--- src/rtl/cmd_record_loader_if.sv ---
// Bus bundle between hps_io ioctl download, the /CMD record loader and the
// machine RAM download port.
interface cmd_record_loader_if #(
   parameter int unsigned ADDR_W = 16
);
   logic              ioctl_download;
   logic [7:0]        ioctl_index;
   logic              ioctl_wr;
   logic [7:0]        ioctl_dout;
   logic              ioctl_wait;
   logic              ld_wr;
   logic [ADDR_W-1:0] ld_addr;
   logic [7:0]        ld_data;
   logic              ld_ack;
   logic              loader_download;
   logic [15:0]       execute_addr;
   logic              execute_enable;
   logic              error;

   modport master (
      output ioctl_download, ioctl_index, ioctl_wr, ioctl_dout, ld_ack,
      input  ioctl_wait, ld_wr, ld_addr, ld_data, loader_download,
             execute_addr, execute_enable, error
   );

   modport slave (
      input  ioctl_download, ioctl_index, ioctl_wr, ioctl_dout, ld_ack,
      output ioctl_wait, ld_wr, ld_addr, ld_data, loader_download,
             execute_addr, execute_enable, error
   );
endinterface

--- src/rtl/cmd_record_loader.sv ---
// TRS-80 /CMD load-module parser: streams data records into RAM with an
// acknowledge handshake, skips other records and captures the transfer address.
module cmd_record_loader #(
   parameter int unsigned ADDR_W    = 16,
   parameter logic [7:0]  INDEX     = 8'd2,
   parameter bit          AUTO_EXEC = 1'b1
) (
   input logic                clk_sys,
   input logic                reset_n,
   cmd_record_loader_if.slave bus
);

   typedef enum logic [3:0] {
      S_IDLE  = 4'd0,
      S_TYPE  = 4'd1,
      S_LEN   = 4'd2,
      S_ADLO  = 4'd3,
      S_ADHI  = 4'd4,
      S_DATA  = 4'd5,
      S_WRITE = 4'd6,
      S_XLO   = 4'd7,
      S_XHI   = 4'd8,
      S_SKIP  = 4'd9,
      S_DONE  = 4'd10
   } state_e;

   typedef enum logic [1:0] {
      REC_DATA = 2'd0,
      REC_XFER = 2'd1,
      REC_SKIP = 2'd2
   } rec_e;

   // The length byte of a data record also counts the two address bytes.
   function automatic logic [8:0] data_count(input logic [7:0] len);
      logic [7:0] n;
      n = len - 8'd2;
      return (n == 8'd0) ? 9'd256 : {1'b0, n};
   endfunction

   function automatic logic [8:0] skip_count(input logic [7:0] len);
      return (len == 8'd0) ? 9'd256 : {1'b0, len};
   endfunction

   state_e            state_q, state_d;
   rec_e              rec_q, rec_d;
   logic [8:0]        count_q, count_d;
   logic [15:0]       addr_q, addr_d;
   logic [7:0]        data_q, data_d;
   logic              ld_wr_q, ld_wr_d;
   logic              wait_q, wait_d;
   logic              loader_q, loader_d;
   logic [15:0]       xaddr_q, xaddr_d;
   logic              xen_q, xen_d;
   logic              error_q, error_d;
   logic              dl_prev_q, dl_prev_d;
   logic              byte_ok_s;
   logic              start_s;
   logic [ADDR_W-1:0] ld_addr_s;

   // State and output registers; dl_prev resets high so a download already
   // in progress across reset is not mistaken for a new start.
   always_ff @(posedge clk_sys or negedge reset_n) begin
      if (!reset_n) begin
         state_q   <= S_IDLE;
         rec_q     <= REC_SKIP;
         count_q   <= 9'd0;
         addr_q    <= 16'd0;
         data_q    <= 8'd0;
         ld_wr_q   <= 1'b0;
         wait_q    <= 1'b0;
         loader_q  <= 1'b0;
         xaddr_q   <= 16'd0;
         xen_q     <= 1'b0;
         error_q   <= 1'b0;
         dl_prev_q <= 1'b1;
      end else begin
         state_q   <= state_d;
         rec_q     <= rec_d;
         count_q   <= count_d;
         addr_q    <= addr_d;
         data_q    <= data_d;
         ld_wr_q   <= ld_wr_d;
         wait_q    <= wait_d;
         loader_q  <= loader_d;
         xaddr_q   <= xaddr_d;
         xen_q     <= xen_d;
         error_q   <= error_d;
         dl_prev_q <= dl_prev_d;
      end
   end

   // Record parser next-state and output logic
   always_comb begin
      state_d   = state_q;
      rec_d     = rec_q;
      count_d   = count_q;
      addr_d    = addr_q;
      data_d    = data_q;
      ld_wr_d   = ld_wr_q;
      wait_d    = wait_q;
      loader_d  = loader_q;
      xaddr_d   = xaddr_q;
      xen_d     = 1'b0;
      error_d   = error_q;
      dl_prev_d = bus.ioctl_download;
      byte_ok_s = bus.ioctl_wr && !wait_q;
      start_s   = bus.ioctl_download && !dl_prev_q && (bus.ioctl_index == INDEX);

      if (state_q == S_IDLE) begin
         if (start_s) begin
            state_d  = S_TYPE;
            error_d  = 1'b0;
            loader_d = 1'b1;
            xaddr_d  = 16'd0;
         end else begin
            state_d = S_IDLE;
         end
      end else if (!bus.ioctl_download && (state_q != S_WRITE)) begin
         // End of download; a pending write is allowed to finish first.
         state_d  = S_IDLE;
         loader_d = 1'b0;
         ld_wr_d  = 1'b0;
         wait_d   = 1'b0;
         if (state_q == S_DONE) begin
            xen_d = AUTO_EXEC;
         end else if (state_q == S_TYPE) begin
            error_d = error_q;
         end else begin
            error_d = 1'b1;
         end
      end else begin
         case (state_q)
            S_TYPE: begin
               if (byte_ok_s) begin
                  state_d = S_LEN;
                  if (bus.ioctl_dout == 8'h01) begin
                     rec_d = REC_DATA;
                  end else if (bus.ioctl_dout == 8'h02) begin
                     rec_d = REC_XFER;
                  end else begin
                     rec_d = REC_SKIP;
                  end
               end else begin
                  state_d = S_TYPE;
               end
            end
            S_LEN: begin
               if (byte_ok_s) begin
                  case (rec_q)
                     REC_DATA: begin
                        count_d = data_count(bus.ioctl_dout);
                        state_d = S_ADLO;
                     end
                     REC_XFER: state_d = S_XLO;
                     REC_SKIP: begin
                        count_d = skip_count(bus.ioctl_dout);
                        state_d = S_SKIP;
                     end
                     default:  state_d = S_TYPE;
                  endcase
               end else begin
                  state_d = S_LEN;
               end
            end
            S_ADLO: begin
               if (byte_ok_s) begin
                  addr_d[7:0] = bus.ioctl_dout;
                  state_d     = S_ADHI;
               end else begin
                  state_d = S_ADLO;
               end
            end
            S_ADHI: begin
               if (byte_ok_s) begin
                  addr_d[15:8] = bus.ioctl_dout;
                  state_d      = S_DATA;
               end else begin
                  state_d = S_ADHI;
               end
            end
            S_DATA: begin
               if (byte_ok_s) begin
                  data_d  = bus.ioctl_dout;
                  ld_wr_d = 1'b1;
                  wait_d  = 1'b1;
                  state_d = S_WRITE;
               end else begin
                  state_d = S_DATA;
               end
            end
            S_WRITE: begin
               if (bus.ld_ack) begin
                  ld_wr_d = 1'b0;
                  wait_d  = 1'b0;
                  addr_d  = addr_q + 16'd1;
                  count_d = count_q - 9'd1;
                  state_d = (count_q == 9'd1) ? S_TYPE : S_DATA;
               end else begin
                  state_d = S_WRITE;
               end
            end
            S_SKIP: begin
               if (byte_ok_s) begin
                  count_d = count_q - 9'd1;
                  state_d = (count_q == 9'd1) ? S_TYPE : S_SKIP;
               end else begin
                  state_d = S_SKIP;
               end
            end
            S_XLO: begin
               if (byte_ok_s) begin
                  xaddr_d[7:0] = bus.ioctl_dout;
                  state_d      = S_XHI;
               end else begin
                  state_d = S_XLO;
               end
            end
            S_XHI: begin
               if (byte_ok_s) begin
                  xaddr_d[15:8] = bus.ioctl_dout;
                  state_d       = S_DONE;
               end else begin
                  state_d = S_XHI;
               end
            end
            S_DONE:  state_d = S_DONE;
            default: state_d = S_IDLE;
         endcase
      end
   end

   // RAM address widened with constant zeros above the 16-bit CPU space
   always_comb begin
      ld_addr_s       = {ADDR_W{1'b0}};
      ld_addr_s[15:0] = addr_q;
   end

   assign bus.ioctl_wait      = wait_q;
   assign bus.ld_wr           = ld_wr_q;
   assign bus.ld_addr         = ld_addr_s;
   assign bus.ld_data         = data_q;
   assign bus.loader_download = loader_q;
   assign bus.execute_addr    = xaddr_q;
   assign bus.execute_enable  = xen_q;
   assign bus.error           = error_q;

endmodule

--- src/flat_wrapper.sv ---
// flat-port wrapper written by rule: the top's interface ports become plain ports
module cmd_record_loader_flat 
#(
   parameter int unsigned ADDR_W    = 16,
   parameter logic [7:0]  INDEX     = 8'd2,
   parameter bit          AUTO_EXEC = 1'b1
)
  (clk_sys, reset_n, bus_ioctl_download, bus_ioctl_index, bus_ioctl_wr, bus_ioctl_dout, bus_ld_ack, bus_ioctl_wait, bus_ld_wr, bus_ld_addr, bus_ld_data, bus_loader_download, bus_execute_addr, bus_execute_enable, bus_error);
  cmd_record_loader_if #(.ADDR_W(ADDR_W)) bus_i ();
  input logic clk_sys;
  input logic reset_n;
  input wire logic [$bits(bus_i.ioctl_download)-1:0] bus_ioctl_download;
  input wire logic [$bits(bus_i.ioctl_index)-1:0] bus_ioctl_index;
  input wire logic [$bits(bus_i.ioctl_wr)-1:0] bus_ioctl_wr;
  input wire logic [$bits(bus_i.ioctl_dout)-1:0] bus_ioctl_dout;
  input wire logic [$bits(bus_i.ld_ack)-1:0] bus_ld_ack;
  output wire logic [$bits(bus_i.ioctl_wait)-1:0] bus_ioctl_wait;
  output wire logic [$bits(bus_i.ld_wr)-1:0] bus_ld_wr;
  output wire logic [$bits(bus_i.ld_addr)-1:0] bus_ld_addr;
  output wire logic [$bits(bus_i.ld_data)-1:0] bus_ld_data;
  output wire logic [$bits(bus_i.loader_download)-1:0] bus_loader_download;
  output wire logic [$bits(bus_i.execute_addr)-1:0] bus_execute_addr;
  output wire logic [$bits(bus_i.execute_enable)-1:0] bus_execute_enable;
  output wire logic [$bits(bus_i.error)-1:0] bus_error;
  assign bus_i.ioctl_download = bus_ioctl_download;
  assign bus_i.ioctl_index = bus_ioctl_index;
  assign bus_i.ioctl_wr = bus_ioctl_wr;
  assign bus_i.ioctl_dout = bus_ioctl_dout;
  assign bus_i.ld_ack = bus_ld_ack;
  assign bus_ioctl_wait = bus_i.ioctl_wait;
  assign bus_ld_wr = bus_i.ld_wr;
  assign bus_ld_addr = bus_i.ld_addr;
  assign bus_ld_data = bus_i.ld_data;
  assign bus_loader_download = bus_i.loader_download;
  assign bus_execute_addr = bus_i.execute_addr;
  assign bus_execute_enable = bus_i.execute_enable;
  assign bus_error = bus_i.error;
  cmd_record_loader #(.ADDR_W(ADDR_W), .INDEX(INDEX), .AUTO_EXEC(AUTO_EXEC)) u_core (.clk_sys(clk_sys), .reset_n(reset_n), .bus(bus_i));
endmodule
--- config.mk ---
export PLATFORM = sky130hd
export DESIGN_NAME = cmd_record_loader_flat
export DESIGN_NICKNAME = d
export VERILOG_FILES = /design/src/rtl/cmd_record_loader_if.sv /design/src/rtl/cmd_record_loader.sv /design/src/flat_wrapper.sv
export SDC_FILE = /design/constraint.sdc
export NUM_CORES = 1
export LEC_CHECK = 0
export CAP_MARGIN = 20
export CORE_MARGIN = 2
export CORE_UTILIZATION = 45
export CTS_CLUSTER_DIAMETER = 60
export DETAILED_ROUTE_END_ITERATION = 10
export MAX_ROUTING_LAYER = met4
export PLACE_DENSITY_LB_ADDON = 0.12
export RECOVER_POWER = 100
export SLEW_MARGIN = 20
export SYNTH_ARGS = -nofsm -noshare
export SYNTH_HDL_FRONTEND = slang
export SYNTH_SLANG_ARGS = --single-unit
--- constraint.sdc ---
create_clock -name clk_sys -period 1.7 [get_ports clk_sys]
set_input_delay 0.34 -clock clk_sys [delete_from_list [all_inputs] [get_ports clk_sys]]
set_output_delay 0.34 -clock clk_sys [all_outputs]
set_load 0.02 [all_outputs]
# --- Yosys cells after proc, flatten, opt, wreduce, memory -nomap -nowiden ---
# Cells that the tools add are included.
classes:
  add_sub_neg: 3
  n_eq_ne: 29
  mux: 49
  bitwise_logic: 2
  n_reduce_logical: 29
op_table:
  columns: ["op", "n"]
  rows:
  - ["two-way mux 16 bit", 4]
  - ["two-way mux 9 bit", 5]
  - ["case mux 4 bit (10 select lines)", 1]
  - ["case mux 8 bit (2 select lines)", 2]
  - ["two-way mux 4 bit", 7]
  - ["case mux 9 bit (3 select lines)", 1]
  - ["two-way mux 8 bit", 3]
  - ["AND reduction 4 bit", 6]
  - ["case mux 9 bit (2 select lines)", 1]
  - ["adder 16 x 1 -> 16 bit (second input constant)", 1]
  - ["equality test 4 x 3 -> 1 bit (second input constant)", 4]
  - ["equality test 8 x 2 -> 1 bit (second input constant)", 2]
  - ["zero test 8 bit", 2]
  - ["two-way mux 1 bit", 16]
  - ["inequality test 2 x 1 -> 1 bit (second input constant)", 8]
  - ["equality test 4 bit (second input constant)", 3]
  - ["case mux 4 bit (3 select lines)", 1]
  - ["nonzero test 2 bit", 6]
  - ["two-way mux 2 bit", 5]
  - ["AND reduction 5 bit", 2]
  - ["equality test 9 x 1 -> 1 bit (second input constant)", 1]
  - ["subtractor 9 x 1 -> 9 bit (second input constant)", 1]
  - ["equality test 4 x 2 -> 1 bit (second input constant)", 2]
  - ["equality test 8 x 1 -> 1 bit (second input constant)", 1]
  - ["19 further kinds", 27]
totals:
  ff_bits: 60
  input_bits: 21
  wordCells: 125

# --- Logic depth before layout (Yosys ltp) ---
depth:
  depth_word: 6
  ltp_mapped: 8

# --- Worst setup path after synthesis ---
# OpenSTA, ideal clock, no wires.
synth_path:
  path_kind: "register to register"
  from: "register u_core.count_q[3]"
  to: "register u_core.count_q[5]"
  setup_time_ns: 0.122
  arrival_ns: 1.584
  required_ns: 1.578
  slack_ns: -0.006
  path_stages_with_launch: 6
  n_path_buf: 0
  period_less_slack_ns: 1.706
  cell_sequence: "dfrtp_1 > or3_1 > or3_4 > or3b_1 > o21ai_1 > a21oi_1"
synth_between:
  elab_chain_cells: 3
  elab_cells_between_ends: 4
  cone_classes: "add/sub (1); mux (3)"
synth_rtl:
  columns: ["element", "line_no", "text"]
  rows:
  - ["start: declaration", "cmd_record_loader.sv:46", "logic [8:0] count_q, count_d;"]
  - ["start signal: assignment", "cmd_record_loader.sv:79", "count_q <= count_d;"]
  - ["subtractor 9 x 1 -> 9 bit *", "cmd_record_loader.sv:196, cmd_record_loader.sv:204", null]
  - ["two-way mux 9 bit (on tied branches)", "cmd_record_loader.sv:203, cmd_record_loader.sv:192", null]
  - ["case mux 9 bit (3 select lines) *", "cmd_record_loader.sv:132", "case (state_q)"]
# Mark *: on every way between the ends. The rest lies on a longest branch, timed or not. The select of a mux whose other input is x is not followed.
# A chain may end at the register's enable or synchronous reset.

# --- Worst setup path after layout ---
# Same ends and word-level chain as after synthesis.

==> metrics.txt <==
status=complete, but fails checks; failing checks=setup timing; IO Pins=66; critical path's most frequent cell=or3_4; Area growth, synth to finish=60.8%; final-report setup violation count=38; fin crit period=1790 ps; crit path max fanout=4; Mean Syn Cell Area=a little over 9 um2; final number of max-transition violations=0; Unique masters post-synth=63; crit path kind=flop to flop; Die ar.=between 8000 and 9000 um2; Iter 0 DRT Violations=221; worst vdd ir=roughly 500 uV; register area=1510 um2; min setup slack post-route=-88.1 ps; ys flop type=dfrtp_1; starting density of the core=45.8%; clock power share=47.1%; pwr/cell area=approximately 610 nW/um2; Post-synth EDFFs=0; cells after synthesis=383; Crit-path slowest cell=dfrtp_1; Comb pwr share=10.4%; met3 GRT Util=5.51%; LEAKAGE=2.51 nW; critical-path cell list=or3_4, or3_4, or3b_1, o21ai_1, a21oi_1; Yosys top cell area share=about two fifths; Overflow after GRT=0; via count=3827; later-pin clock latency in the skew report=350 ps; multi-input logic area=between 2000 and 2500 um2; MaxCap Viol Count=0; GRT Overall Usage=approximately 29%; CTS clk-pin slew, worst paths=70 ps; Total Wirelength=about 12 mm; Req. time, crit path=between 1500 and 2000 ps; DR DRC count=0; PortBufs=65; core area=7650 um2; Final Cycle Share=105%; clk buf depth=2; Root Buffer=clkbuf_8; sequential power share=a little over two fifths; final hold vios=0; share of post-route cells with drive strength above 1=about a third; Hold Slack=409 ps; vias per inst=just under 6; post-route clock skew=10.8 ps; largest net degree at the start of global routing=33; synth top area cells=dfrtp_1 (41%), a22o_1 (5.8%), nor2_1 (4.0%); drt first pass iters=5; first-pass GRT wire length=19.0 mm; Ys Warns=0; relative slew slack=65.3%; CTS Buf Count=9; synthesis-stage register bit count=60; clock tree sinks=60; antenna diode count=0; HP Class=input pin to flop; grt met1 use=39.1%; nets=567; die width=around 92 um; switch share=23.9%; vias in the first global route=3664; critical path's largest stage delay=410 ps; fill count=574; sequential-to-total area share from yosys stat=42.9%; initial antenna violation count=0; grt met2 use=between 40% and 50%; NetSw=0.824 mW; fmax=559 MHz; Yosys top cell by area=dfrtp_1; P_int=2.63 mW; DP HPWL=7.63 mm; Avg WL per Cell=19.3 um; synthesized area=3500 um2; RSZ-0062 raised after global routing=yes; ANT nets after route=0; Critical Path End Type=flop; delay-heaviest family, CP=simple AND/OR/NAND/NOR gates; H-tree levels=3; number of placement rows=32; syn nets=408; gr busiest metal=met2; Worst Setup Start Kind=flop; actual slew at the worst max-slew pin=520 ps; Final TNS setup=-1160 ps; Die H=around 90 um; Arr. time, crit path=between 2000 and 2500 ps; fraction of registers with async set/reset=100%; CTS tree=built; RD Place Congestion=0.956; Worst Path Buf+Inv=0
==> cell families (layout without fill, tap and decap cells) <==
kind of cell	after synthesis	count (layout)	share of synthesized area [%]
AND/OR/NAND/NOR	135	135	20.7
buffers and inverters	39	201	4.97
flip-flops	60	60	42.9
AO/OA/AOI/OAI	131	132	26.0
multiplexers	7	7	2.21
adder cells (fa/ha/maj)	4	4	1.43
XOR/XNOR	7	7	1.75
==> sequential cells by signal, summed over array words and instances, names as in the netlist <==
register                    count
u_core.bus.error                1
u_core.bus.execute_addr        16
u_core.bus.execute_enable       1
u_core.bus.ioctl_wait           1
u_core.bus.ld_addr             16
u_core.bus.ld_data              8
u_core.bus.loader_download      1
u_core.count_q                  9
u_core.dl_prev_q                1
u_core.rec_q                    2
u_core.state_q                  4
==> metrics by stage <==
step / setup WS [ps] / power [mW] / utilization, % / area [um2] / cells
after CTS: -76.8 / 3.45 / 68.5 / 5240 / 633
after global routing: -148 / 3.56 / 73.6 / 5630 / 648
after floorplan: 1.13 / 1.63 / - / 3510 / 383
after global placement: -392 / 1.83 / 62.8 / 4800 / 604
after detailed placement: -437 / 1.84 / 62.8 / 4800 / 604
final: -88.1 / 3.45 / 73.6 / 5630 / 648
==> layout by cell type, fill, tap and decap left out, types with 5 or more instances in the layout <==
master / count
a21oi_1: 19
a22o_1: 23
a31oi_1: 5
buf_4: 79
buf_6: 13
clkbuf_1: 11
clkbuf_8: 10
clkdlybuf4s50_1: 40
dfrtp_1: 54
dlygate4sd2_1: 15
inv_1: 11
mux2_2: 6
nand2_1: 25
nand3_1: 9
nand3_2: 5
nor2_1: 28
nor2_4: 6
nor3_1: 6
o21ai_0: 14
o21ai_1: 8
o21ai_2: 5
o22a_1: 9
o22ai_1: 7
xor2_1: 5
==> layer usage <==
metal | vias to the layer above | share of wire, % | wire length, um
met5 | - | 0 | 0
met4 | 0 | 2.2 | 274
met3 | 34 | 6.8 | 854
met2 | 164 | 49 | 6100
met1 | 1879 | 42 | 5250
li1 | 1750 | - | -
==> cell usage after synthesis, drive strengths merged, types with 3 or more instances <==
master	n
o22a	9
dfrtp	58
nor4	3
a21o	3
nor2	37
nor3	10
ha	4
nand4	4
a22o	23
nand2b	7
o211ai	3
nand2	27
nand3	14
o21ai	28
a21oi	24
nor4b	3
inv	11
o22ai	10
a22oi	4
and3	6
clkbuf	11
a41oi	3
o31ai	4
a31oi	7
mux2	6
nor2b	6
buf	17
xor2	5
==> power groups by stage <==
stage                     Sequential, mW  Combinational (mW)  Clock, mW
after floorplan                     1.52               0.104          0
after global placement              1.49               0.338          0
after detailed placement            1.49               0.343          0
after CTS                           1.47               0.348       1.63
after global routing                1.47               0.387       1.70
final                               1.47               0.359       1.63
==> path summary, 6_finish.rpt <==
path | depth (start not counted) | slack [ps] | startpoint | to
max | 5 | -90 | u_core.count_q[3] | u_core.count_q[5]
min | 1 | 410 | bus_ioctl_download | u_core.dl_prev_q
max reg2reg | 5 | -90 | u_core.count_q[3] | u_core.count_q[5]
min reg2reg | 2 | 490 | u_core.bus.ld_data[1] | u_core.bus.ld_data[1]
max in group asynchronous | 3 | 320 | reset_n | u_core.bus.ld_addr[5]
min in group asynchronous | 2 | 490 | reset_n | u_core.count_q[0]
==> final cells by class <==
class | instances | area share, %
Clock inverter | 4 | 1.73
Sequential cell | 60 | 26.8
Inverter | 11 | 0.733
Tap cell | 102 | 2.27
Clock buffer | 11 | 2.51
Multi-Input combinational cell | 285 | 38.5
Timing Repair Buffer | 175 | 27.4
==> what timing repair did <==
action / 4_1_cts / 5_1_grt
endpoints found under the hold margin: 14 / 0
setup endpoints to repair: 63 / 60
hold buffers: 1 / 0
pin swaps: 8 / 25
cloned: 2 / 3
gates resized for setup: 44 / 89
setup buffers: 11 / 13
(Power assumes the default switching activity.)
